**src/rtl/fifo_wr_arbiter.sv**
```systemverilog
// Round-robin arbiter sharing one FIFO write port among NUM_REQ valid/ready requesters.
// Grants are held for at most MAX_BURST beats; the FIFO side is driven from a registered stage.
module fifo_wr_arbiter #(
   parameter int NUM_REQ    = 4,
   parameter int DATA_WIDTH = 32,
   parameter int MAX_BURST  = 4,
   parameter int ID_WIDTH   = 2
) (
   input  logic                          CLK,
   input  logic                          RESET,
   input  logic [NUM_REQ-1:0]            req_valid,
   input  logic [NUM_REQ*DATA_WIDTH-1:0] req_data,
   input  logic [NUM_REQ-1:0]            req_last,
   output logic [NUM_REQ-1:0]            req_ready,
   output logic                          fifo_write,
   output logic [DATA_WIDTH-1:0]         fifo_input_data,
   input  logic                          fifo_full,
   output logic [ID_WIDTH-1:0]           grant_id,
   output logic                          busy
);

   localparam int CNT_W = $clog2(MAX_BURST) + 1;

   typedef enum logic {S_IDLE, S_GRANT} state_e;

   state_e                state_q, state_d;
   logic [ID_WIDTH-1:0]   grant_q, grant_d;
   logic [ID_WIDTH-1:0]   last_q, last_d;
   logic [CNT_W-1:0]      beat_q, beat_d;
   logic                  wr_q, wr_d;
   logic [DATA_WIDTH-1:0] data_q, data_d;

   logic                  load, accept;
   logic                  sel_valid, sel_last;
   logic [DATA_WIDTH-1:0] sel_data;
   logic                  found_hi, found_lo, arb_found;
   logic [ID_WIDTH-1:0]   idx_hi, idx_lo, arb_idx;

   // The output register may take a new beat when empty or when the FIFO drains it this edge.
   assign load   = !wr_q || !fifo_full;
   assign accept = (state_q == S_GRANT) && sel_valid && load;

   // NOTE: every always_comb output gets a default first so no path leaves it unassigned (no latch).
   always_comb begin
      sel_valid = 1'b0;
      sel_last  = 1'b0;
      sel_data  = '0;
      req_ready = '0;
      for (int i = 0; i < NUM_REQ; i++) begin
         if (grant_q == ID_WIDTH'(i)) begin
            sel_valid    = req_valid[i];
            sel_last     = req_last[i];
            sel_data     = req_data[i*DATA_WIDTH +: DATA_WIDTH];
            req_ready[i] = (state_q == S_GRANT) && load;
         end
      end
   end

   // Rotating priority: first valid index above last_q, otherwise first valid at or below it.
   always_comb begin
      found_hi = 1'b0;
      found_lo = 1'b0;
      idx_hi   = '0;
      idx_lo   = '0;
      for (int i = 0; i < NUM_REQ; i++) begin
         if (req_valid[i] && !found_hi && (ID_WIDTH'(i) > last_q)) begin
            found_hi = 1'b1;
            idx_hi   = ID_WIDTH'(i);
         end
         if (req_valid[i] && !found_lo && (ID_WIDTH'(i) <= last_q)) begin
            found_lo = 1'b1;
            idx_lo   = ID_WIDTH'(i);
         end
      end
      arb_found = found_hi || found_lo;
      arb_idx   = found_hi ? idx_hi : idx_lo;
   end

   always_comb begin
      state_d = state_q;
      grant_d = grant_q;
      last_d  = last_q;
      beat_d  = beat_q;
      wr_d    = wr_q;
      data_d  = data_q;

      case (state_q)
         S_IDLE: begin
            if (arb_found) begin
               grant_d = arb_idx;
               beat_d  = '0;
               state_d = S_GRANT;
            end
         end
         S_GRANT: begin
            if (accept && (sel_last || (beat_q == CNT_W'(MAX_BURST - 1)))) begin
               last_d  = grant_q;
               state_d = S_IDLE;
            end else if (accept) begin
               beat_d = beat_q + 1'b1;
            end else if (!sel_valid) begin
               last_d  = grant_q;
               state_d = S_IDLE;
            end
         end
      endcase

      // Data holds while the FIFO is full so the pending write stays stable.
      if (load) begin
         wr_d = accept;
         if (accept) begin
            data_d = sel_data;
         end
      end
   end

   // NOTE: sequential state uses non-blocking assignments so all registers update from pre-edge values.
   always_ff @(posedge CLK) begin
      if (RESET) begin
         state_q <= S_IDLE;
         grant_q <= '0;
         last_q  <= ID_WIDTH'(NUM_REQ - 1);
         beat_q  <= '0;
         wr_q    <= 1'b0;
         data_q  <= '0;
      end else begin
         state_q <= state_d;
         grant_q <= grant_d;
         last_q  <= last_d;
         beat_q  <= beat_d;
         wr_q    <= wr_d;
         data_q  <= data_d;
      end
   end

   assign fifo_write      = wr_q;
   assign fifo_input_data = data_q;
   assign grant_id        = grant_q;
   assign busy            = (state_q == S_GRANT);

endmodule
```
**config.mk**
```make
export PLATFORM = sky130hd
export DESIGN_NAME = fifo_wr_arbiter
export DESIGN_NICKNAME = d
export VERILOG_FILES = /design/src/rtl/fifo_wr_arbiter.sv
export SDC_FILE = /design/constraint.sdc
export NUM_CORES = 1
export LEC_CHECK = 0
export ABC_CLOCK_PERIOD_IN_PS = 1900
export CAP_MARGIN = 15
export CORE_ASPECT_RATIO = 0.5
export CORE_MARGIN = 3
export CORE_UTILIZATION = 32
export CTS_CLUSTER_DIAMETER = 60
export DETAILED_ROUTE_END_ITERATION = 7
export MAX_ROUTING_LAYER = met4
export PLACE_DENSITY = 0.79
export SETUP_SLACK_MARGIN = 0.2
export SLEW_MARGIN = 20
export SYNTH_ARGS = -nofsm -noshare
export SYNTH_HDL_FRONTEND = slang
export SYNTH_SLANG_ARGS = --single-unit
```
**constraint.sdc**
```tcl
create_clock -name CLK -period 1.9 [get_ports CLK]
set_clock_uncertainty 0.2 [all_clocks]
set_input_delay 0.285 -clock CLK [delete_from_list [all_inputs] [get_ports CLK]]
set_output_delay 0.285 -clock CLK [all_outputs]
set_load 0.05 [all_outputs]
```
==> results.md, run 1 <==
* Sink Count at 41
* Fill cells at about 500
* RR Startpoint: grant_id[0]$_SDFFE_PP0P_
* GPL Wtd Cong at ~0.77
* First-pass GRT wire length at 14.4 mm
* Post-synth EDFFs at 0
* Post-layout net count at around 600
* Core ar. at between 0.007 and 0.008 mm²
* Worst-case clock buffer depth at 2
* Cell Pwr Density at approximately 850 mW/mm²
* Met1 Use GR at 22.0%
* DIE AREA at between 0.009 and 0.01 mm²
* Clock Latency Late Sink at between 0.2 and 0.3 ns
* First-pass DRT Iterations at 4
* Final wirelength at roughly 10 mm
* Chip width at 132 µm
* Worst hold path class: in -> reg
* Commonest non-fill, non-tap cells in the layout: clkdlybuf4s50_1 (132), buf_4 (64), nand2_1 (57), dfxtp_1 (36), mux4_2 (33)
* Predominant post-synthesis flop cell: dfxtp_1
* Initial Util at about 34%
* Final Hold Fails at 0
* Tightest Pin Transition at between 0.4 and 0.5 ns
* Antenna viol nets, final at 0
* Unrepaired setup endpoints after global routing: yes
* Htree depth at 2
* Inserted Clock Buffers at 5
* Status: complete, no violations
* ANT cells at 0
* Syn avg cell area at 10.1 µm²
* Synthesized area at about 0.0025 mm²
* DRT iter0 DRCs at between 200 and 250
* GRT met2 Usage at a little under two fifths
* Post-synthesis sequential area ratio at approximately 32%
* Root buffer cell: clkbuf_16
* WS Path Type: reg -> out
* Synth-to-Final Area Change at 99.1%
* Internal reg-to-reg setup slack at just under 0.1 ns
* Via count at about 2.8k
* Global Route Usage Sum at 20.0%
* GR peak layer: met2
* Routed len/inst at about 18 µm
* Port-buffer cells at 178
* Yosys reg bits at 41
* Post-synthesis cell type count at 40
* DRC errors left at 0
* Commonest non-fill, non-tap cell in the layout: clkdlybuf4s50_1
* Setup violators final at 0
* Worst setup SP type: flip-flop
* Mapped Nets at ~400
* Setup crit start: grant_id[0]$_SDFFE_PP0P_
* Crit path DAT at 1.32 ns
* Grt met3 use at approximately 3.6%
* Sum of negative setup slack at 0 ns
* Initial antenna violation count at 0
* CP endpoint kind: primary output
* Worst hold start: RESET
* Share of layout cells above drive strength 1 at 37.6%
* Largest net degree at the start of global routing at 27
* Global route overflow at 0
* Fin. max-slew vios at 0
* Worst Path Max Fanout at 5
* Total power at around 4.3 mW
* Ports at between 150 and 200
* Clk pin slew, worst setup/hold paths at roughly 0.060 ns
* Fmax at 0.554 GHz
* Final min period at ~1.8 ns
* Mapped Cells at around 250
* DP Wirelength at between 6 and 7 mm
* Number of global-route vias before repair at ~2.9k
* Fin crit share at between 90% and 100%
* Ys async rst share at 0%
* Core Rows at 22
* Pleak at ~1.9 nW
* Die Ht at 69.1 µm
* Synthesis Warnings at 0
* Routed vias/inst at between 4 and 5
* MaxCap Viol Count at 0
* Worst slew margin at between 60% and 70%
* Worst path required time at 1.41 ns
* Worst IR Drop VDD at just under 0.0005 V
* TritonCTS clock tree: done
[synthesized netlist by cell type, types with 2 or more instances]
cell type,number,share of area (%)
nand2_2,10,2.5
nor2_1,9,1.3
buf_4,4,1.2
clkbuf_1,7,1.0
a21oi_1,25,4.9
nor2b_1,2,0.49
nor3_1,2,0.39
a211oi_1,2,0.59
dfxtp_1,41,32
inv_1,5,0.74
ha_1,2,0.98
buf_6,4,1.8
nor3b_1,2,0.59
o221ai_1,2,0.69
mux2i_1,4,1.6
a21oi_2,10,3.4
mux4_2,33,29
o21ai_0,2,0.39
buf_2,6,1.2
nand2_1,60,8.8
[registers in the layout, summed over array words and instances (netlist names)]
signal	count
last_q	2
fifo_write	1
busy	1
beat_q	3
grant_id	2
fifo_input_data	32
[power breakdown]
group / internal, mW / total (mW) / switching (mW)
Combinational: 1.16 / 2.30 / 1.14
Clock: 0.603 / 0.940 / 0.336
Sequential: 0.983 / 1.07 / 0.0884
[cells by family after synthesis]
| kind of cell | synth area share, % |
|---|---|
| buffers and inverters | 6.08 |
| DFF | 32.2 |
| and+or+nand+nor | 16.2 |
| muxes | 31.2 |
| AOI/OAI and AO/OA | 13.4 |
| adders and majority gates | 0.981 |
[cell type report]
class	count	area [µm²]	share of cell area, %
inverter	5	18.8	0.370
clock buffer	8	168	3.30
sequential	41	837	16.5
tap	108	135	2.66
multi-input combinational	186	1770	34.9
timing repair buffer	217	2150	42.3
[per-layer routing]
| metal | vias to the layer above | routed length [µm] |
|---|---|---|
| met5 | - | 0 |
| met4 | 0 | 152 |
| met3 | 12 | 323 |
| met2 | 79 | 5580 |
| met1 | 1370 | 3850 |
| li1 | 1337 | - |
[worst max-delay path: stages, from the launching register on]
cell,delay (ns)
dfxtp_4,0.36
buf_12,0.14
clkbuf_16,0.15
nor3b_4,0.21
buf_12,0.17
[through the flow]
stage / worst slack [ns] / hold slack [ns] / area, µm² / std cells / utilization, %
6_report: 0.0963 / 0.140 / 5080 / 565 / 67.5
5_1_grt: 0.0327 / 0.159 / 5080 / 565 / 67.5
4_1_cts: 0.120 / 0.119 / 4830 / 553 / 64.3
3_5_place_dp: -0.172 / 0.247 / 4490 / 533 / 59.8
3_3_place_gp: -0.156 / 0.242 / 4490 / 533 / 59.8
2_1_floorplan: -0.0719 / 0.244 / 2640 / 252 / -
[repair_timing]
item                       CTS  global route
setup endpoints to repair   43            43
gates resized for setup     25            19
hold buffers                 0             0
pin swaps                    7            10
cloned                       2             2
setup buffers               10            10
[path summary, 6_finish.rpt]
check,endpoint,cells past startpoint
max reg2reg,fifo_input_data[4]$_SDFFE_PP0P_,5
max,req_ready[2],4
min reg2reg,fifo_input_data[15]$_SDFFE_PP0P_,2
min,grant_id[1]$_SDFFE_PP0P_,2
Note: power is estimated with default switching activity, not from simulation.
==> run 2, diff against run 1 <==
Settings changed: ABC_CLOCK_PERIOD_IN_PS 1900 to 2170, CAP_MARGIN 15 to not set, CORE_UTILIZATION 32 to 38, CTS_CLUSTER_DIAMETER 60 to 200, PLACE_DENSITY 0.79 to 0.87.
Clock period 1.9 ns to 2.17 ns, I/O delays scaled along.
==> results.md, run 2 (synthesis gave the netlist of run 1 again) <==
* Status: complete, no violations
* Die Ht at 63.9 µm
* Pleak at 1.95 nW
* Worst Path Max Fanout at 2
* Sw Ratio at between 30% and 40%
* M1 wire length at 3.42 mm
* Capturing point of the worst reg2reg path: beat_q[1]$_SDFFE_PP0P_
* Hold Path Cell Cnt at 2
* Unrepaired setup endpoints after global routing: yes
* WS Path Type: reg -> out
* Fin crit share at 89.8%
* First-pass DRT Iterations at 4
* Clock Latency Late Sink at 0.29 ns
* Routed wl met2 at 6.05 mm
* Share of layout cells above drive strength 1 at around 22%
* Internal reg-to-reg setup slack at around 0.26 ns
* Ports at roughly 180
* Commonest non-fill, non-tap cell in the layout: clkdlybuf4s50_1
* Sink Count at a little over 40
* Clk network pwr share at between 20% and 30%
* Total power at roughly 3.5 mW
* Worst setup SP type: flip-flop
* First-pass GRT wire length at approximately 15 mm
* Routed len/inst at around 20 µm
* Worst slew margin at around 64%
* Fin. max-slew vios at 0
* Inserted Clock Buffers at 5
* Met3 WL at 496 µm
* Post-layout net count at about 570
* Routed vias/inst at ~5.4
* Number of global-route vias before repair at approximately 3.0k
* Htree depth at 2
* TritonCTS clock tree: done
* Comb power frac at ~48%
* Root buffer cell: clkbuf_16
* Setup crit start: fifo_input_data[14]$_SDFFE_PP0P_
* CP top delay family: buffers and inverters
* Core Rows at 20
* Final min period at between 1.5 and 2 ns
* Worst setup margin at approximately 0.22 ns
* Top sig layer: met4
* Setup WS pre-CTS at -0.0178 ns
* Worst hold path class: in -> reg
* Post-Place Cells at roughly 500
* MaxCap Viol Count at 0
* Largest net degree at the start of global routing at 34
* RR Startpoint: grant_id[0]$_SDFFE_PP0P_
* Flop pwr share at 28.3%
* Antenna viol nets, final at 0
* Final Hold Fails at 0
* Port-buffer cells at 178
* Setup violators final at 0
* Cell Pwr Density at around 740 mW/mm²
* Critical path depth at 1
* Core ar. at approximately 0.0063 mm²
* P_sw at approximately 1.3 mW
* Critical Path Max Stage Delay at around 0.80 ns
* P_int at 2.16 mW
* CP Cell Sequence: clkdlybuf4s50_1
* End of the critical path: fifo_input_data[14]
* Worst hold margin at roughly 0.16 ns
* Final wirelength at 10.4 mm
* DRC errors left at 0
* Hold_buf cts at 0
* Synth-to-Final Area Change at 84.8%
* Clk pin slew, worst setup/hold paths at 0.06 ns
* FF-to-FF path depth at 4
* Crit path DAT at 1.42 ns
* Max reg flops at 32
* GPL Wtd Cong at around 0.81
* Via count at about 2.8k
* DRT iter0 DRCs at 163
* Global route overflow at 0
* Commonest non-fill, non-tap cells in the layout: clkdlybuf4s50_1 (139), nand2_1 (58), dfxtp_1 (38), mux4_2 (33), a21oi_1 (25)
* Worst IR Drop VDD at around 0.00042 V
* Final Non-Filler Cells at between 500 and 600
* Fmax at ~0.51 GHz
* DP Wirelength at just under 8 mm
* Worst path required time at between 1.5 and 2 ns
* Worst-case clock buffer depth at 2
* CP endpoint kind: primary output
* ANT cells at 0
* Tightest Pin Transition at roughly 0.55 ns
* Buf/Inv on CP at 1
* Global Route Usage Sum at between 20% and 30%
* Initial antenna violation count at 0
* CP max stage cell: clkdlybuf4s50_1
* Chip width at around 120 µm
* DIE AREA at a little under 0.008 mm²
* Initial Util at 40.6%
-- run 2: changes by cell type in the layout (fill, tap and decap cells not counted), sizes merged --
cell / previous run / this run
dlygate4sd2: 5 / 19
clkbuf: 10 / 6
dlymetal6s2s: 0 / 13
buf: 78 / 19
clkinv: 0 / 1
and2: 3 / 1
clkdlybuf4s50: 132 / 139
clkinvlp: 0 / 1
-- run 2: what timing repair did --
item	4_1_cts	5_1_grt
gates cloned	0	0
resized for setup	20	19
setup endpoints to repair	21	22
setup buffers	0	0
endpoints found under the hold margin	0	0
pin swaps	0	2
-- run 2: power groups by stage --
| stage | clock, mW | combinational, mW | sequential (mW) |
|---|---|---|---|
| after floorplan | 0 | 0.796 | 1.24 |
| after global placement | 0 | 1.62 | 0.982 |
| after detailed placement | 0 | 1.67 | 0.994 |
| after CTS | 0.828 | 1.66 | 0.976 |
| after global routing | 0.863 | 1.76 | 0.996 |
| final | 0.818 | 1.67 | 0.981 |
-- run 2: final cells by class --
type	instances	area, µm²
repair buffers	190	1960
multi-input cells	184	1620
fillers	398	1570
flip-flops and latches	41	830
clock buffers	6	150
well taps	88	110
inverters	5	18.8
clock inverters	2	16.3
-- run 2: through the flow --
stage               instance area [µm²]  utilization, %  TNS [ns]
floorplan                          2590               -         0
global placement                   4500            71.7         0
detailed placement                 4500            71.7   -0.0932
CTS                                4650            74.0         0
global route                       4710            75.0         0
finish                             4710            75.0         0
-- run 2: how the worst min path moves through the flow --
| stage | endpoint | startpoint |
|---|---|---|
| final | grant_id[1]$_SDFFE_PP0P_ | RESET |
| after detailed placement | fifo_input_data[24]$_SDFFE_PP0P_ | fifo_input_data[24]$_SDFFE_PP0P_ |
| after CTS | grant_id[1]$_SDFFE_PP0P_ | RESET |
| after global placement | fifo_input_data[26]$_SDFFE_PP0P_ | fifo_input_data[26]$_SDFFE_PP0P_ |
| after floorplan | beat_q[2]$_SDFFE_PP0P_ | beat_q[2]$_SDFFE_PP0P_ |
| after global routing | beat_q[1]$_SDFFE_PP0P_ | RESET |
-- run 2: routing by layer --
metal,global-route usage [%],vias to the layer above
met4,9.78,0
met5,-,-
met3,4.95,40
met2,51.5,105
li1,-,1275
met1,26.9,1377
